<file path="src/rtl/bit_serializer.sv">
// ============================================================================
//  Module   : bit_serializer
//  Brief    : Parallel-to-serial converter with a one-entry pending buffer,
//             valid/ready input handshake and a hold input that stalls output.
//  Revision : 1.0  initial release
// ============================================================================
`default_nettype none

module bit_serializer #(
    parameter int WIDTH     = 8,
    parameter bit MSB_FIRST = 1'b1
) (
    input  logic             clk,
    input  logic             rst,
    input  logic [WIDTH-1:0] data_i,
    input  logic             valid_i,
    output logic             ready_o,
    input  logic             hold_i,
    output logic             d_o,
    output logic             valid_o,
    output logic             word_done_o,
    output logic             busy_o
);

    localparam int                 c_CNT_W = $clog2(WIDTH + 1);
    localparam logic [c_CNT_W-1:0] c_FULL  = c_CNT_W'(WIDTH);
    localparam logic [c_CNT_W-1:0] c_ONE   = c_CNT_W'(1);

    typedef enum logic [0:0] {
        ST_IDLE  = 1'b0,
        ST_SHIFT = 1'b1
    } state_t;

    state_t               r_state;
    logic [WIDTH-1:0]     r_shift;
    logic [c_CNT_W-1:0]   r_count;
    logic [WIDTH-1:0]     r_pend;
    logic                 r_pend_valid;
    logic                 r_d;
    logic                 r_valid;
    logic                 r_done;

    logic                 w_accept;
    logic                 w_emit;
    logic                 w_last;
    logic                 w_load_direct;
    logic                 w_next_bit;
    logic [WIDTH-1:0]     w_shifted;

    // Bit ordering is fixed at elaboration; the shifter always drains from one end.
    if (MSB_FIRST) begin : g_msb_first
        assign w_next_bit = r_shift[WIDTH-1];
        assign w_shifted  = {r_shift[WIDTH-2:0], 1'b0};
    end else begin : g_lsb_first
        assign w_next_bit = r_shift[0];
        assign w_shifted  = {1'b0, r_shift[WIDTH-1:1]};
    end

    assign ready_o  = ~rst & ~r_pend_valid;
    assign w_accept = valid_i & ready_o;
    assign w_emit   = (r_state == ST_SHIFT) & ~hold_i;
    assign w_last   = w_emit & (r_count == c_ONE);

    // A word bypasses the pending buffer whenever the shifter frees up at this edge.
    assign w_load_direct = w_accept &
                           ((r_state == ST_IDLE) | (w_last & ~r_pend_valid));

    always_ff @(posedge clk) begin
        if (rst) begin
            r_state      <= ST_IDLE;
            r_shift      <= '0;
            r_count      <= '0;
            r_pend       <= '0;
            r_pend_valid <= 1'b0;
            r_d          <= 1'b0;
            r_valid      <= 1'b0;
            r_done       <= 1'b0;
        end else begin
            if (w_emit) begin
                r_d     <= w_next_bit;
                r_valid <= 1'b1;
                r_done  <= w_last;
                if (w_last) begin
                    if (r_pend_valid) begin
                        r_shift      <= r_pend;
                        r_count      <= c_FULL;
                        r_pend_valid <= 1'b0;
                    end else if (w_accept) begin
                        r_shift <= data_i;
                        r_count <= c_FULL;
                    end else begin
                        r_state <= ST_IDLE;
                        r_shift <= '0;
                        r_count <= '0;
                    end
                end else begin
                    r_shift <= w_shifted;
                    r_count <= r_count - c_ONE;
                end
            end else begin
                // Idle or held: shifter and counter stay frozen.
                r_d     <= 1'b0;
                r_valid <= 1'b0;
                r_done  <= 1'b0;
                if ((r_state == ST_IDLE) && w_accept) begin
                    r_shift <= data_i;
                    r_count <= c_FULL;
                    r_state <= ST_SHIFT;
                end
            end

            if (w_accept && !w_load_direct) begin
                r_pend       <= data_i;
                r_pend_valid <= 1'b1;
            end
        end
    end

    assign d_o         = r_d;
    assign valid_o     = r_valid;
    assign word_done_o = r_done;
    assign busy_o      = (r_state == ST_SHIFT) | r_pend_valid;

endmodule

`default_nettype wire
</file>
<file path="config.mk">
export PLATFORM = sky130hd
export DESIGN_NAME = bit_serializer
export DESIGN_NICKNAME = d
export VERILOG_FILES = /design/src/rtl/bit_serializer.sv
export SDC_FILE = /design/constraint.sdc
export NUM_CORES = 1
export LEC_CHECK = 0
export ABC_CLOCK_PERIOD_IN_PS = 4200
export BUFFER_PORTS_ARGS = -buffer_cell sky130_fd_sc_hd__buf_4
export CAP_MARGIN = 20
export CORE_MARGIN = 4
export CORE_UTILIZATION = 40
export DETAILED_ROUTE_END_ITERATION = 12
export HOLD_SLACK_MARGIN = 0.1
export PLACE_DENSITY = 0.56
export SYNTH_ARGS = -nofsm -noshare
export SYNTH_HDL_FRONTEND = slang
export SYNTH_SLANG_ARGS = --single-unit
</file>
<file path="constraint.sdc">
create_clock -name clk -period 4.2 [get_ports clk]
set_clock_uncertainty 0.1 [all_clocks]
set_input_delay 0.84 -clock clk [delete_from_list [all_inputs] [get_ports clk]]
set_output_delay 0.84 -clock clk [all_outputs]
set_load 0.005 [all_outputs]
</file>
==> results_dict.tcl <==
set metrics [dict create \
    status "finished, final reports clean" \
    clk_pin_slew_ps 140 \
    timing.rr.end "r_pend[7]" \
    maxSlewHeadroom_pct 61.2 \
    drt_iter0_markers 68 \
    p_leak_nw 0.580 \
    cts_root_buf "clkbuf_4" \
    numClockSinks 25 \
    startpoint_type "flip-flop" \
    synth-edff-count 0 \
    core.rowCount 19 \
    min_path_type "reg2reg" \
    grt_max_degree 27 \
    syn_inst 141 \
    max_stage_delay_ps 510 \
    hold_buffers 0 \
    globalplace.congestion 0.769 \
    dpl_cell_area_sq_um 1340 \
    grt_pass1_wl_um 4820 \
    hold_end "d_o" \
    endpoint_kind "flip-flop" \
    core_sq_um 2850 \
    boundaryPins 17 \
    area_delta_synth_final_pct 10.9 \
    holdPathStages 1 \
    final_max_slew_viol_count 0 \
    finalSetupViolCount 0 \
    syn_nets 155 \
    viasPerCell 5.89 \
    reg2reg_from "r_count[0]" \
    routed_wl_um 2830 \
    min_period_over_period_pct 54.8 \
    peakVddDrop_v 0.000151 \
    diodes 0 \
    fmax_mhz 435 \
    criticalPathCategory "reg2reg" \
    tightest_slew_ps 581 \
    synthFlopType "dfxtp_1" \
    post-route-util_pct 48.0 \
    critPathSlowestCell "or3b_1" \
    holdCritStartpoint "r_shift[7]" \
    synthDistinctLibCells 37 \
    startpoint "r_count[0]" \
    ys_seq_area_share_pct 40.5 \
    post_cts_resized 0 \
    cp_cell_sequence "ha_1 > or3b_1 > o211ai_1 > buf_4 > mux2i_1 > nor2_1" \
    crit_arrival_ps 2420 \
    nets 167 \
    antenna_left 0 \
    p_per_area_nw_per_um2 337 \
    worstPathMaxFanout 11 \
    rsz0062_at_grt "false" \
    async_reset_ff_share_pct 0 \
    cts_buffers 3 \
    initial_utilization_pct 43.3 \
    final.min_clock_period_ps 2300 \
    grt_overflow 0 \
    ys_warn_count 0 \
    drc 0 \
    final_hold_viol_count 0 \
    io_buffers 16 \
    die_y_um 63.6 \
    insertion_delay_ps 320 \
    total_power_w 0.000461 \
    cts.htree.levels 1 \
    dp.cells 178 \
    dieArea_sq_um 4040 \
    r2r_setup_slack_ps 1900 \
    grt_pass1_vias 1036 \
    num_vias 1078 \
    netlist_area_sq_um 1230 \
    r2r_cells 6 \
    fin_tns_setup_ps 0 \
    worstPathRequired_ps 4320 \
    grt_usage_pct 14.8 \
    drt_pass1_iterations 4 \
    final_cell_area_sq_um 1370 \
    wl_per_cell_um 15.5 \
    antenna_found_initial 0 \
    drive_gt1_share_pct 16.4 \
    dieWidth_um 63.6 \
    cts_tree "yes" \
    max-cap-violations 0 \
    final_cells 183 \
    synth-seq-cells 25 \
    postCtsSetupBuffers 0 \
    synth_area_per_cell_sq_um 8.76 \
    dp_hpwl_um 1930 \
    clockBufferDepth 2 \
]
[cell usage after synthesis (all sizes together), types with 2 or more instances]
| cell | n | share of area, % |
|---|---|---|
| a32oi | 5 | 3.5 |
| nor2 | 18 | 5.7 |
| inv | 4 | 1.2 |
| o211ai | 2 | 1.2 |
| and3 | 6 | 3.0 |
| nand2 | 11 | 3.3 |
| or3b | 2 | 1.4 |
| o21ai | 3 | 2.1 |
| nor3b | 2 | 1.6 |
| a21oi | 8 | 3.2 |
| buf | 7 | 4.1 |
| ha | 2 | 2.0 |
| a31oi | 10 | 5.1 |
| nor3 | 6 | 2.4 |
| a22o | 5 | 3.5 |
| clkbuf | 4 | 1.2 |
| mux2i | 8 | 6.5 |
| dfxtp | 25 | 41 |
[critical path, delay by kind of cell (launching register included)]
family | cells | cell delay (ps)
simple gates | 2 | 560
fa+ha+maj | 1 | 170
mux | 1 | 200
flops | 1 | 420
compound gates | 1 | 480
buf+inv | 1 | 270
[layout by cell type (no fill, tap or decap), drive strengths merged]
| master | count |
|---|---|
| a21oi | 8 |
| nor3 | 6 |
| a22oi | 1 |
| o22ai | 1 |
| clkbuf | 4 |
| buf | 18 |
| and2b | 1 |
| ha | 2 |
| and3 | 6 |
| a222oi | 1 |
| nand3b | 1 |
| nand3 | 1 |
| xnor2 | 1 |
| o21ai | 3 |
| o221a | 1 |
| mux2i | 8 |
| a32o | 1 |
| o2bb2ai | 1 |
| a22o | 5 |
| or2 | 1 |
| inv | 4 |
| or3b | 2 |
| nor3b | 2 |
| nand2 | 11 |
| o211ai | 2 |
| nor2 | 18 |
| dfxtp | 25 |
| a31oi | 10 |
| nand2b | 1 |
| a32oi | 5 |
| and2 | 1 |
[kinds of logic (layout without fill, tap and decap cells)]
family	after synthesis	in the layout	synth area share (%)
compound gates	39	39	23.1
mux	8	8	6.48
flops	25	25	40.5
buf+inv	15	26	6.48
xor+xnor	1	1	0.709
fa+ha+maj	2	2	2.03
simple gates	51	51	20.7
[area by class of cell]
class | count | area [sq um]
Sequential cell | 25 | 500
Clock buffer | 4 | 26.3
Multi-Input combinational cell | 101 | 654
Tap cell | 31 | 38.8
Fill cell | 288 | 1480
Inverter | 4 | 15.0
Timing Repair Buffer | 18 | 135
[per-layer routing]
metal  GRT usage (%)  part of all wire [%]
met1            20.1                    51
met5               0                     0
met3            2.49                   4.7
met2            23.2                    44
met4            5.66                  0.60
[sequential cells by signal, summed over array words and instances, names as in the netlist]
register / flops
d_o: 1
valid_o: 1
r_count: 4
r_shift: 8
r_pend: 8
r_pend_valid: 1
word_done_o: 1
r_state: 1
[how the worst max path moves through the flow]
| stage | slack (ps) | end | cells after the start |
|---|---|---|---|
| 2_1_floorplan | 1980 | ready_o | 3 |
| 5_1_grt | 1800 | r_pend[7] | 6 |
| 6_report | 1900 | r_pend[7] | 6 |
| 4_1_cts | 1570 | r_pend[1] | 5 |
| 3_3_place_gp | 1620 | r_pend[6] | 5 |
| 3_5_place_dp | 1630 | r_pend[7] | 5 |
[where the power goes]
group,switching [W],total [W],internal (W)
sequential,0.0000147,0.000266,0.000251
combinational,0.0000463,0.0000846,0.0000383
clock,0.0000737,0.000111,0.0000372
total,0.000135,0.000461,0.000326
[stage by stage]
| step | worst slack, ps | hold WS (ps) |
|---|---|---|
| after floorplan | 1980 | 354 |
| after global placement | 1620 | 378 |
| after detailed placement | 1630 | 369 |
| after CTS | 1570 | 388 |
| after global routing | 1800 | 405 |
| final | 1900 | 390 |
(Power assumes the default switching activity.)
